## src/rtl/aftab_dawu_store_sequencer_if.sv

```systemverilog
// Bus bundle between the AFTAB controller/memory side and the DAWU store sequencer.
interface aftab_dawu_store_sequencer_if #(
  parameter int size = 32
);
  logic            startDAWU;
  logic [1:0]      nBytes;
  logic [size-1:0] addrIn;
  logic [size-1:0] dataIn;
  logic            checkMisalignedDAWU;
  logic            memReady;
  logic [size-1:0] addrOut;
  logic [7:0]      dataOut;
  logic            writeMem;
  logic            completeDAWU;
  logic            storeMisalignedFlag;
  logic            storeAccessFaultFlag;

  modport master (
    output startDAWU, nBytes, addrIn, dataIn, checkMisalignedDAWU, memReady,
    input  addrOut, dataOut, writeMem, completeDAWU, storeMisalignedFlag, storeAccessFaultFlag
  );

  modport slave (
    input  startDAWU, nBytes, addrIn, dataIn, checkMisalignedDAWU, memReady,
    output addrOut, dataOut, writeMem, completeDAWU, storeMisalignedFlag, storeAccessFaultFlag
  );
endinterface

```

## src/rtl/aftab_dawu_store_sequencer.sv

```systemverilog
// DAWU store sequencer: serialises a 1/2/4-byte store onto a byte-wide write port, little-endian.
// Optional memReady timeout (FAULT_TO) is enabled by defining AFTAB_DAWU_TIMEOUT_EN.
module aftab_dawu_store_sequencer #(
  parameter int size = 32
`ifdef AFTAB_DAWU_TIMEOUT_EN
  , parameter int timeoutCycles = 15
`endif
) (
  input logic clk,
  input logic rst,
  aftab_dawu_store_sequencer_if.slave bus
);
  typedef enum logic [2:0] {IDLE, WRITE, DONE, FAULT, FAULT_TO} dawuStateT;

  dawuStateT       stateReg, stateNext;
  logic [1:0]      cntReg, cntNext;
  logic [1:0]      nBytesReg, nBytesNext;
  logic [size-1:0] addrReg, addrNext;
  logic [size-1:0] dataReg, dataNext;
  logic [size-1:0] addrOutReg, addrOutNext;
  logic [7:0]      dataOutReg, dataOutNext;
  logic            writeMemReg, writeMemNext;
  logic            completeReg, completeNext;
  logic            misalignedReg, misalignedNext;
  logic            misaligned;
  logic [1:0]      lastIdx;

`ifdef AFTAB_DAWU_TIMEOUT_EN
  localparam int WaitW = $clog2(timeoutCycles + 1);
  logic [WaitW-1:0] waitReg, waitNext;
  logic             accessFaultReg, accessFaultNext;
`endif

  assign misaligned = bus.checkMisalignedDAWU &
                      (((bus.nBytes == 2'b01) & bus.addrIn[0]) |
                       ((bus.nBytes == 2'b11) & (bus.addrIn[1:0] != 2'b00)));

  // Index of the final byte: byte/reserved -> 0, half -> 1, word -> 3.
  assign lastIdx = nBytesReg[0] ? {nBytesReg[1], 1'b1} : 2'b00;

  always_comb begin
    stateNext  = stateReg;
    cntNext    = cntReg;
    nBytesNext = nBytesReg;
    addrNext   = addrReg;
    dataNext   = dataReg;
`ifdef AFTAB_DAWU_TIMEOUT_EN
    waitNext   = waitReg;
`endif
    case (stateReg)
      IDLE: begin
        if (bus.startDAWU) begin
          addrNext   = bus.addrIn;
          dataNext   = bus.dataIn;
          nBytesNext = bus.nBytes;
          cntNext    = 2'd0;
`ifdef AFTAB_DAWU_TIMEOUT_EN
          waitNext   = '0;
`endif
          stateNext  = misaligned ? FAULT : WRITE;
        end
      end
      WRITE: begin
        if (bus.memReady) begin
          cntNext = cntReg + 2'd1;
          if (cntReg == lastIdx) stateNext = DONE;
`ifdef AFTAB_DAWU_TIMEOUT_EN
          waitNext = '0;
        end else if (waitReg == WaitW'(timeoutCycles - 1)) begin
          // This stall cycle is the timeoutCycles-th in a row.
          stateNext = FAULT_TO;
        end else begin
          waitNext = waitReg + 1'b1;
`endif
        end
      end
      default: stateNext = IDLE;
    endcase

    // Outputs are registered, so they are decoded from the state being entered.
    writeMemNext   = (stateNext == WRITE);
    addrOutNext    = (stateNext == WRITE) ? addrNext + size'(cntNext) : '0;
    dataOutNext    = (stateNext == WRITE) ? dataNext[{cntNext, 3'b000} +: 8] : 8'h00;
    completeNext   = stateNext inside {DONE, FAULT, FAULT_TO};
    misalignedNext = (stateNext == FAULT);
`ifdef AFTAB_DAWU_TIMEOUT_EN
    accessFaultNext = (stateNext == FAULT_TO);
`endif
  end

  always_ff @(posedge clk or negedge rst) begin
    if (!rst) begin
      stateReg      <= IDLE;
      cntReg        <= '0;
      nBytesReg     <= '0;
      addrReg       <= '0;
      dataReg       <= '0;
      addrOutReg    <= '0;
      dataOutReg    <= '0;
      writeMemReg   <= 1'b0;
      completeReg   <= 1'b0;
      misalignedReg <= 1'b0;
`ifdef AFTAB_DAWU_TIMEOUT_EN
      waitReg        <= '0;
      accessFaultReg <= 1'b0;
`endif
    end else begin
      stateReg      <= stateNext;
      cntReg        <= cntNext;
      nBytesReg     <= nBytesNext;
      addrReg       <= addrNext;
      dataReg       <= dataNext;
      addrOutReg    <= addrOutNext;
      dataOutReg    <= dataOutNext;
      writeMemReg   <= writeMemNext;
      completeReg   <= completeNext;
      misalignedReg <= misalignedNext;
`ifdef AFTAB_DAWU_TIMEOUT_EN
      waitReg        <= waitNext;
      accessFaultReg <= accessFaultNext;
`endif
    end
  end

  assign bus.addrOut             = addrOutReg;
  assign bus.dataOut             = dataOutReg;
  assign bus.writeMem            = writeMemReg;
  assign bus.completeDAWU        = completeReg;
  assign bus.storeMisalignedFlag = misalignedReg;
`ifdef AFTAB_DAWU_TIMEOUT_EN
  assign bus.storeAccessFaultFlag = accessFaultReg;
`else
  assign bus.storeAccessFaultFlag = 1'b0;
`endif
endmodule

```

## src/flat_wrapper.sv

```systemverilog
// flat-port wrapper written by rule: the top's interface ports become plain ports
module aftab_dawu_store_sequencer_flat 
#(
  parameter int size = 32

)
  (clk, rst, bus_startDAWU, bus_nBytes, bus_addrIn, bus_dataIn, bus_checkMisalignedDAWU, bus_memReady, bus_addrOut, bus_dataOut, bus_writeMem, bus_completeDAWU, bus_storeMisalignedFlag, bus_storeAccessFaultFlag);
  aftab_dawu_store_sequencer_if #(.size(size)) bus_i ();
  input logic clk;
  input logic rst;
  input wire logic [$bits(bus_i.startDAWU)-1:0] bus_startDAWU;
  input wire logic [$bits(bus_i.nBytes)-1:0] bus_nBytes;
  input wire logic [$bits(bus_i.addrIn)-1:0] bus_addrIn;
  input wire logic [$bits(bus_i.dataIn)-1:0] bus_dataIn;
  input wire logic [$bits(bus_i.checkMisalignedDAWU)-1:0] bus_checkMisalignedDAWU;
  input wire logic [$bits(bus_i.memReady)-1:0] bus_memReady;
  output wire logic [$bits(bus_i.addrOut)-1:0] bus_addrOut;
  output wire logic [$bits(bus_i.dataOut)-1:0] bus_dataOut;
  output wire logic [$bits(bus_i.writeMem)-1:0] bus_writeMem;
  output wire logic [$bits(bus_i.completeDAWU)-1:0] bus_completeDAWU;
  output wire logic [$bits(bus_i.storeMisalignedFlag)-1:0] bus_storeMisalignedFlag;
  output wire logic [$bits(bus_i.storeAccessFaultFlag)-1:0] bus_storeAccessFaultFlag;
  assign bus_i.startDAWU = bus_startDAWU;
  assign bus_i.nBytes = bus_nBytes;
  assign bus_i.addrIn = bus_addrIn;
  assign bus_i.dataIn = bus_dataIn;
  assign bus_i.checkMisalignedDAWU = bus_checkMisalignedDAWU;
  assign bus_i.memReady = bus_memReady;
  assign bus_addrOut = bus_i.addrOut;
  assign bus_dataOut = bus_i.dataOut;
  assign bus_writeMem = bus_i.writeMem;
  assign bus_completeDAWU = bus_i.completeDAWU;
  assign bus_storeMisalignedFlag = bus_i.storeMisalignedFlag;
  assign bus_storeAccessFaultFlag = bus_i.storeAccessFaultFlag;
  aftab_dawu_store_sequencer #(.size(size)) u_core (.clk(clk), .rst(rst), .bus(bus_i));
endmodule
```

## config.mk

```make
export PLATFORM = sky130hd
export DESIGN_NAME = aftab_dawu_store_sequencer_flat
export DESIGN_NICKNAME = d
export VERILOG_FILES = /design/src/rtl/aftab_dawu_store_sequencer_if.sv /design/src/rtl/aftab_dawu_store_sequencer.sv /design/src/flat_wrapper.sv
export SDC_FILE = /design/constraint.sdc
export NUM_CORES = 1
export LEC_CHECK = 0
export BUFFER_PORTS_ARGS = -buffer_cell sky130_fd_sc_hd__buf_4
export CAP_MARGIN = 25
export CORE_ASPECT_RATIO = 0.6
export CORE_MARGIN = 10
export CORE_UTILIZATION = 59
export DETAILED_ROUTE_END_ITERATION = 7
export HOLD_SLACK_MARGIN = 0.15
export PLACE_DENSITY = 0.87
export SLEW_MARGIN = 20
export SYNTH_ARGS = -nofsm -noshare
export SYNTH_HDL_FRONTEND = slang
export SYNTH_SLANG_ARGS = --single-unit
```

## constraint.sdc

```tcl
create_clock -name clk -period 6.75 [get_ports clk]
set_clock_uncertainty 0.15 [all_clocks]
set_input_delay 1.35 -clock clk [delete_from_list [all_inputs] [get_ports clk]]
set_output_delay 1.35 -clock clk [all_outputs]
set_load 0.01 [all_outputs]
```

==> reports/qor.txt, run 1 <==
Post-synth top area cell = dfrtp_1
Lkg Pwr = 0.00354 uW
Hpwl dp = 10.5 mm
ANT nets after route = 0
CTS max path bufs = 2
Routed len/inst = 20.3 um
Total net switching power = 707 uW
Tmin final = 4.14 ns
CP arrival = 4.32 ns
Clock slew at reported path FFs = 0.05 ns
CTS Buf Count = 17
CP Cell Sequence = buf_4, or4b_4, nand2_1, nand2_1, ha_1, fa_1, o221ai_2, or4_1, a21oi_1
Cts hold-fix bufs = 0
Hold/Removal Path Class = reg -> reg
Nets = 735
First-pass GRT wire length = 25.7 mm
Number of global-route vias before repair = 4920
Row cnt = 26
Placed cells = 754
Critical Path RT = 6.93 ns
CP Max Fanout = 76
Layout cell share with drive strength beyond 1 = 0.261
Pwr/cell area = 350 mW/mm2
Most Frequent Cell on Critical Path = nand2_1
Port Buf Inserts = 113
Syn-to-layout area delta = 29.3%
Final Non-Filler Cells = 786
GPL Wtd Cong = 0.881
Chip Width = 143 um
Min-delay src = u_core.dataReg[7]
Reg-to-reg startpoint = u_core.stateReg[0]
Sequential share of power = 0.364
Area fraction of the dominant cell type after synthesis = 0.532
Fill cell count = 544
CP bufs+invs = 1
Worst rel slew slack = 0.402
Yosys reg bits = 114
Ys flop type = dfrtp_1
Library cells used by synthesis = 59
Total Routing Usage GR = 0.243
Via/cell ratio = 6.07
Detailed Routing Iterations Pass 1 = 5
Slew Limit Fails = 0
Setup Buffers After CTS = 0
Post-Route Utilization = 0.799
Fmax = 242 MHz
Largest cells by area after synthesis = dfrtp_1 53%, nand2_1 12%, mux2i_1 5.6%
CTS tree = built
Max IR drop VDD = 241 uV
Reg-to-Reg End = u_core.bus.addrOut[18]
Clock latency on the worst-skew pair = 0.42 ns
Hold EP = u_core.dataReg[7]
Cts repair resizes = 0
IO Count = 115
Combinational Power Share = 0.212
Reg2Reg Setup Slack = 3.11 ns
CTS sink cnt = 114
Switching Fraction = 0.291
DIE AREA = 0.0134 mm2
Clock power share = 0.424
Max-Cap Viols = 0
Critical Path Sink Type = flip-flop
Routed Wire Length = 15.9 mm
H-tree Lvls = 4
Pint = 1720 uW
Core box area = 0.00869 mm2
Status = finished, final reports clean
Synthesis Warnings = 0
Via count = 4768
Tcrit/Tclk final = 0.613
Post-Syn Area per Cell = 9.75 um2
Mapped Area = 0.00536 mm2
Startpoint types = primary input
Initial DRC count = 490
Unrepaired setup endpoints after global routing = no
Die Y-Extent = 93.9 um
CP top delay family = simple AND/OR/NAND/NOR gates
Endpoints failing hold = 0
Worst R2R Path Depth = 8
Mapped Cells = 550
Seq/Total Area, Yosys = 0.532
Min-Delay Path Depth = 2
Total gr overflow = 0
Number of synthesized flops with an enable pin = 0
Initial antenna violation count = 0
Setup TNS = 0 ns
DRC viols = 0
Setup crit start = bus_startDAWU
ANT cells = 0
CTS Root Cell = clkbuf_16
Final setup vio count = 0
Largest net degree at the start of global routing = 77
Starting Density = 0.618
Crit path kind = in -> reg
Worst Tran Pin Value = 0.898 ns
Max incr delay on CP = 0.77 ns
Slowest CP cell = or4b_4
Async set or reset register ratio after synthesis = 1.00
-- layout make-up --
class	instances	area [um2]	share of cell area
Sequential cell	114	2850	0.411
Multi-Input combinational cell	402	2360	0.340
Clock buffer	18	439	0.0633
Inverter	9	33.8	0.00487
Clock inverter	14	234	0.0337
Tap cell	112	140	0.0202
Timing Repair Buffer	117	878	0.127
-- stage by stage --
stage	total power, uW	hold slack (ns)	cell area [um2]	worst slack [ns]
floorplan	1180	0.290	5370	2.48
global placement	1360	0.303	6260	2.45
detailed placement	1380	0.309	6260	2.33
CTS	2420	0.325	6940	2.68
global route	2530	0.345	6940	2.44
finish	2430	0.329	6940	2.61
-- flip-flops by register name, indices dropped and copies added, names as in the netlist --
register                        flops
u_core.bus.dataOut                  8
u_core.nBytesReg                    2
u_core.bus.completeDAWU             1
u_core.cntReg                       2
u_core.addrReg                     32
u_core.bus.writeMem                 1
u_core.dataReg                     32
u_core.stateReg                     3
u_core.bus.addrOut                 32
u_core.bus.storeMisalignedFlag      1
-- layout by cell type, fill, tap and decap left out, types with 4 or more instances in the layout --
| cell type | instances |
|---|---|
| a21oi_1 | 15 |
| a31oi_1 | 4 |
| and3_1 | 10 |
| buf_4 | 117 |
| bufinv_16 | 6 |
| clkbuf_16 | 17 |
| clkinvlp_4 | 4 |
| dfrtp_1 | 114 |
| inv_1 | 7 |
| mux2_2 | 7 |
| mux2i_1 | 30 |
| nand2_1 | 172 |
| nand3_1 | 15 |
| nand4_1 | 15 |
| nor2_1 | 21 |
| nor3_1 | 7 |
| nor3b_1 | 5 |
| nor4_1 | 4 |
| o211ai_1 | 5 |
| o21ai_0 | 14 |
| o22ai_1 | 8 |
| o31ai_1 | 5 |
| or3_1 | 4 |
| or4_1 | 5 |
| xor2_1 | 9 |
-- synthesized netlist by cell type (all sizes together), types with 6 or more instances --
| library cell | number |
|---|---|
| a21oi | 15 |
| nand4 | 15 |
| dfrtp | 114 |
| inv | 9 |
| nor2 | 21 |
| buf | 14 |
| nor3 | 9 |
| o211ai | 6 |
| nand2 | 173 |
| o22ai | 8 |
| and3 | 12 |
| nand3 | 15 |
| mux2 | 7 |
| xor2 | 9 |
| clkbuf | 12 |
| mux2i | 31 |
| o21ai | 15 |
-- worst max-delay path by stage --
| stage | to | slack (ns) | cells past startpoint |
|---|---|---|---|
| floorplan | u_core.bus.addrOut[27] | 2.48 | 11 |
| global placement | u_core.bus.addrOut[28] | 2.45 | 9 |
| detailed placement | u_core.bus.addrOut[18] | 2.33 | 9 |
| CTS | u_core.bus.addrOut[18] | 2.68 | 9 |
| global route | u_core.bus.addrOut[18] | 2.44 | 9 |
| finish | u_core.bus.addrOut[18] | 2.61 | 9 |
-- per-layer routing --
layer | part of all wire | global-route usage | wire length, um | vias to the layer above
met3 | 0.098 | 0.0773 | 1560 | 32
met2 | 0.48 | 0.384 | 7640 | 265
met1 | 0.41 | 0.311 | 6450 | 2329
met4 | 0.016 | 0.0769 | 262 | 0
met5 | 0 | 0 | 0 | -
li1 | - | - | - | 2142
-- tightest hold or removal path, delay by kind of cell (launching register included) --
| family | cells | cell delay [ns] |
|---|---|---|
| flops | 1 | 0.32 |
| simple gates | 2 | 0.12 |
-- power by group through the flow --
stage	Combinational, uW	Clock (uW)	Sequential (uW)
final	515	1030	883
after global routing	560	1070	893
after global placement	474	0	882
after CTS	510	1030	880
after detailed placement	496	0	887
after floorplan	301	0	883
-- cell families after synthesis --
| family | share of synthesized area |
|---|---|
| compound gates | 0.0919 |
| mux | 0.0749 |
| xor+xnor | 0.0196 |
| fa+ha+maj | 0.00840 |
| flops | 0.532 |
| simple gates | 0.243 |
| buf+inv | 0.0301 |
| other cells | 0.000699 |
Power figures use the tool's default switching activity.
==> inputs of run 2 (changes only) <==
Settings changed: ABC_AREA from default to 1, CORE_UTILIZATION 59 to 50, PLACE_DENSITY 0.87 to 0.79.
Clock period 6.75 ns to 3.55 ns, I/O delays scaled along.
==> reports/qor.txt, run 2 <==
Post-Syn Area per Cell = 8.41 um2 (-14%)
Initial DRC count = 356 (-27%)
Critical Path RT = 3.73 ns (-3.20 ns)
Met1 WL = 7.54 mm (+17%)
Mapped Area = 0.00558 mm2 (+4.0%)
Tmin final = 2.80 ns
Most Frequent Cell on Critical Path = nand2_1
CTS sink cnt = 114 (unchanged)
Detailed Routing Iterations Pass 1 = 5 (unchanged)
Top layer reached by signal wires = met4
Area fraction of the dominant cell type after synthesis = 0.512 (-0.0203)
IO Count = 115 (unchanged)
Tcrit/Tclk final = 0.790
Yosys reg bits = 114 (unchanged)
Initial antenna violation count = 0 (unchanged)
Slowest CP cell = dfrtp_1
Routed wl met2 = 6.80 mm (-11%)
Clock slew at reported path FFs = 0.05 ns (about the same)
Layout cell share with drive strength beyond 1 = 0.278 (+0.0169)
ANT cells = 0 (unchanged)
Critical Path Sink Type = flip-flop
Hold/Removal Path Class = reg -> reg
Reg2Reg Setup Slack = 0.75 ns (-2.36 ns)
Row cnt = 29 (+12%)
H-tree Lvls = 4 (unchanged)
Worst rel slew slack = 0.653 (+0.251)
Count leader, synth = nand2_1
CP Max Fanout = 5 (-93%)
Final setup vio count = 0 (unchanged)
Final Non-Filler Cells = 934 (+19%)
CP Cell Sequence = o21ai_0, inv_1, o21ai_1, ha_1, fa_1, nand3_2, nor2_4, nand2_1, nor2_4, nand2_1, nand2_1, nand2_1, nor2_1
Endpoints failing hold = 0 (unchanged)
Synthesis Warnings = 0 (unchanged)
Startpoint types = flip-flop
Synth Area in Adders = 0.00808 (-0.000320)
Largest net degree at the start of global routing = 77 (unchanged)
Largest family of logic cells by synthesized area = simple AND/OR/NAND/NOR gates
GPL Wtd Cong = 0.912 (+3.5%)
Power consumption = 4570 uW (+88%)
Via count = 4799 (+0.65%)
Synth cell count leaders = 170 x nand2_1, 114 x dfrtp_1, 67 x nor2_1, 64 x inv_1, 38 x nand3_1
Clock latency on the worst-skew pair = 0.40 ns (-0.02 ns)
Setup TNS = 0 ns (unchanged)
Number of synthesized flops with an enable pin = 0 (unchanged)
Slew Limit Fails = 0 (unchanged)
Hpwl dp = 11.6 mm (+11%)
Via/cell ratio = 5.14 (-15%)
CTS Buf Count = 17 (unchanged)
Largest cells by area after synthesis = dfrtp_1 51%, nand2_1 11%, nor2_1 4.5%
ANT nets after route = 0 (unchanged)
Pwr/cell area = 635 mW/mm2 (+82%)
CP top delay family = simple AND/OR/NAND/NOR gates
Crit path kind = reg -> reg
Mapped Cells = 663 (+21%)
Fill cell count = 856 (+57%)
Post-synth top area cell = dfrtp_1
Routed len/inst = 16.8 um (-17%)
Cts hold-fix bufs = 0 (unchanged)
Setup Buffers After CTS = 0 (unchanged)
DIE AREA = 0.0159 mm2 (+19%)
Final hold slack = 0.329 ns (-0.000921 ns)
Unrepaired setup endpoints after global routing = no
Starting Density = 0.519 (-0.0983)
Max incr delay on CP = 0.43 ns (-0.34 ns)
Lkg Pwr = 0.00371 uW (+4.8%)
Max IR drop VDD = 414 uV (+71%)
Synth Area in Simple Gates = 0.296 (+0.0538)
Max-Cap Viols = 0 (unchanged)
Placed cells = 900 (+19%)
DRC viols = 0 (unchanged)
Cts repair resizes = 0 (unchanged)
Nets = 856 (+16%)
Synth Area in XOR/XNOR = 0.0126 (-0.00703)
Library cells used by synthesis = 38 (-36%)
Worst Tran Pin Value = 0.520 ns (-0.378 ns)
Syn-to-layout area delta = 29.1%
Synth Area in Compound Gates = 0.0713 (-0.0206)
Port Buf Inserts = 113 (unchanged)
CTS Root Cell = clkbuf_16
Routed Wire Length = 15.7 mm (-1.1%)
Fmax = 357 MHz
CTS max path bufs = 2 (unchanged)
Core box area = 0.0107 mm2 (+24%)
Met3 WL = 1.21 mm (-23%)
Mux cell area share after synthesis = 0.0215 (-0.0533)
CP arrival = 2.98 ns (-1.34 ns)
First-pass GRT wire length = 25.0 mm (-2.7%)
Die Y-Extent = 102 um (+8.5%)
Ys flop type = dfrtp_1
Chip Width = 156 um (+9.3%)
CP bufs+invs = 1 (unchanged)
Number of global-route vias before repair = 4760 (-3.3%)
Most common cell after layout, fill and taps aside = nand2_1
Status = finished, final reports clean
Commonest cells after routing, fill and taps aside = 170 x nand2_1, 120 x buf_4, 114 x dfrtp_1
Seq/Total Area, Yosys = 0.512 (-0.0203)
Total gr overflow = 0 (unchanged)
Total Routing Usage GR = 0.199 (-0.0436)
Async set or reset register ratio after synthesis = 1.00 (unchanged)
CTS tree = built
## run 2: layout make-up
| type | count | area, um2 | share of cell area |
|---|---|---|---|
| inverters | 72 | 270 | 0.0375 |
| repair buffers | 123 | 951 | 0.132 |
| clock inverters | 8 | 146 | 0.0203 |
| flip-flops and latches | 114 | 2850 | 0.396 |
| well taps | 139 | 174 | 0.0242 |
| multi-input cells | 454 | 2290 | 0.319 |
| clock buffers | 24 | 512 | 0.0711 |
## run 2: logic make-up (layout without fill, tap and decap cells)
kind of cell	count (synthesis)	in the layout
AOI/OAI and AO/OA	75	75
xor gates and xnor gates	8	8
adders and majority gates	3	3
buffers and inverters	96	227
DFF	114	114
muxes	12	12
other	1	2
and+or+nand+nor	354	354
## run 2: power by group
group | internal, uW | switching, uW | total (uW)
Combinational | 394 | 665 | 1060
Sequential | 1550 | 85.6 | 1640
Clock | 1290 | 588 | 1870
Total | 3230 | 1340 | 4570
## run 2: per-stage QoR
step | utilization | worst slack [ns] | instance area (um2)
5_1_grt | 0.670 | 0.502 | 7200
3_5_place_dp | 0.606 | 0.449 | 6510
2_1_floorplan | - | 0.507 | 5580
3_3_place_gp | 0.606 | 0.561 | 6510
4_1_cts | 0.668 | 0.792 | 7170
6_report | 0.670 | 0.746 | 7200
## run 2: final timing paths
kind	start	end	cells past startpoint
worst max-delay path	u_core.stateReg[0]	u_core.bus.addrOut[22]	13
worst min-delay path	u_core.dataReg[9]	u_core.dataReg[9]	2
worst max register to register	u_core.stateReg[0]	u_core.bus.addrOut[22]	13
worst min register to register	u_core.dataReg[9]	u_core.dataReg[9]	2
max in group asynchronous	rst	u_core.bus.dataOut[3]	4
min in group asynchronous	rst	u_core.nBytesReg[0]	2
## run 2: routing by layer
| layer | GRT usage | vias to the layer above |
|---|---|---|
| met5 | 0 | - |
| met4 | 0.0628 | 0 |
| met3 | 0.0605 | 16 |
| met2 | 0.292 | 159 |
| met1 | 0.276 | 2302 |
| li1 | - | 2322 |
## run 2: worst register-to-register path, delay by kind of cell, from the launching register on
family / cells / cell delay (ns)
simple gates: 8 / 0.96
flops: 1 / 0.43
compound gates: 2 / 0.58
buf+inv: 1 / 0.13
fa+ha+maj: 2 / 0.48
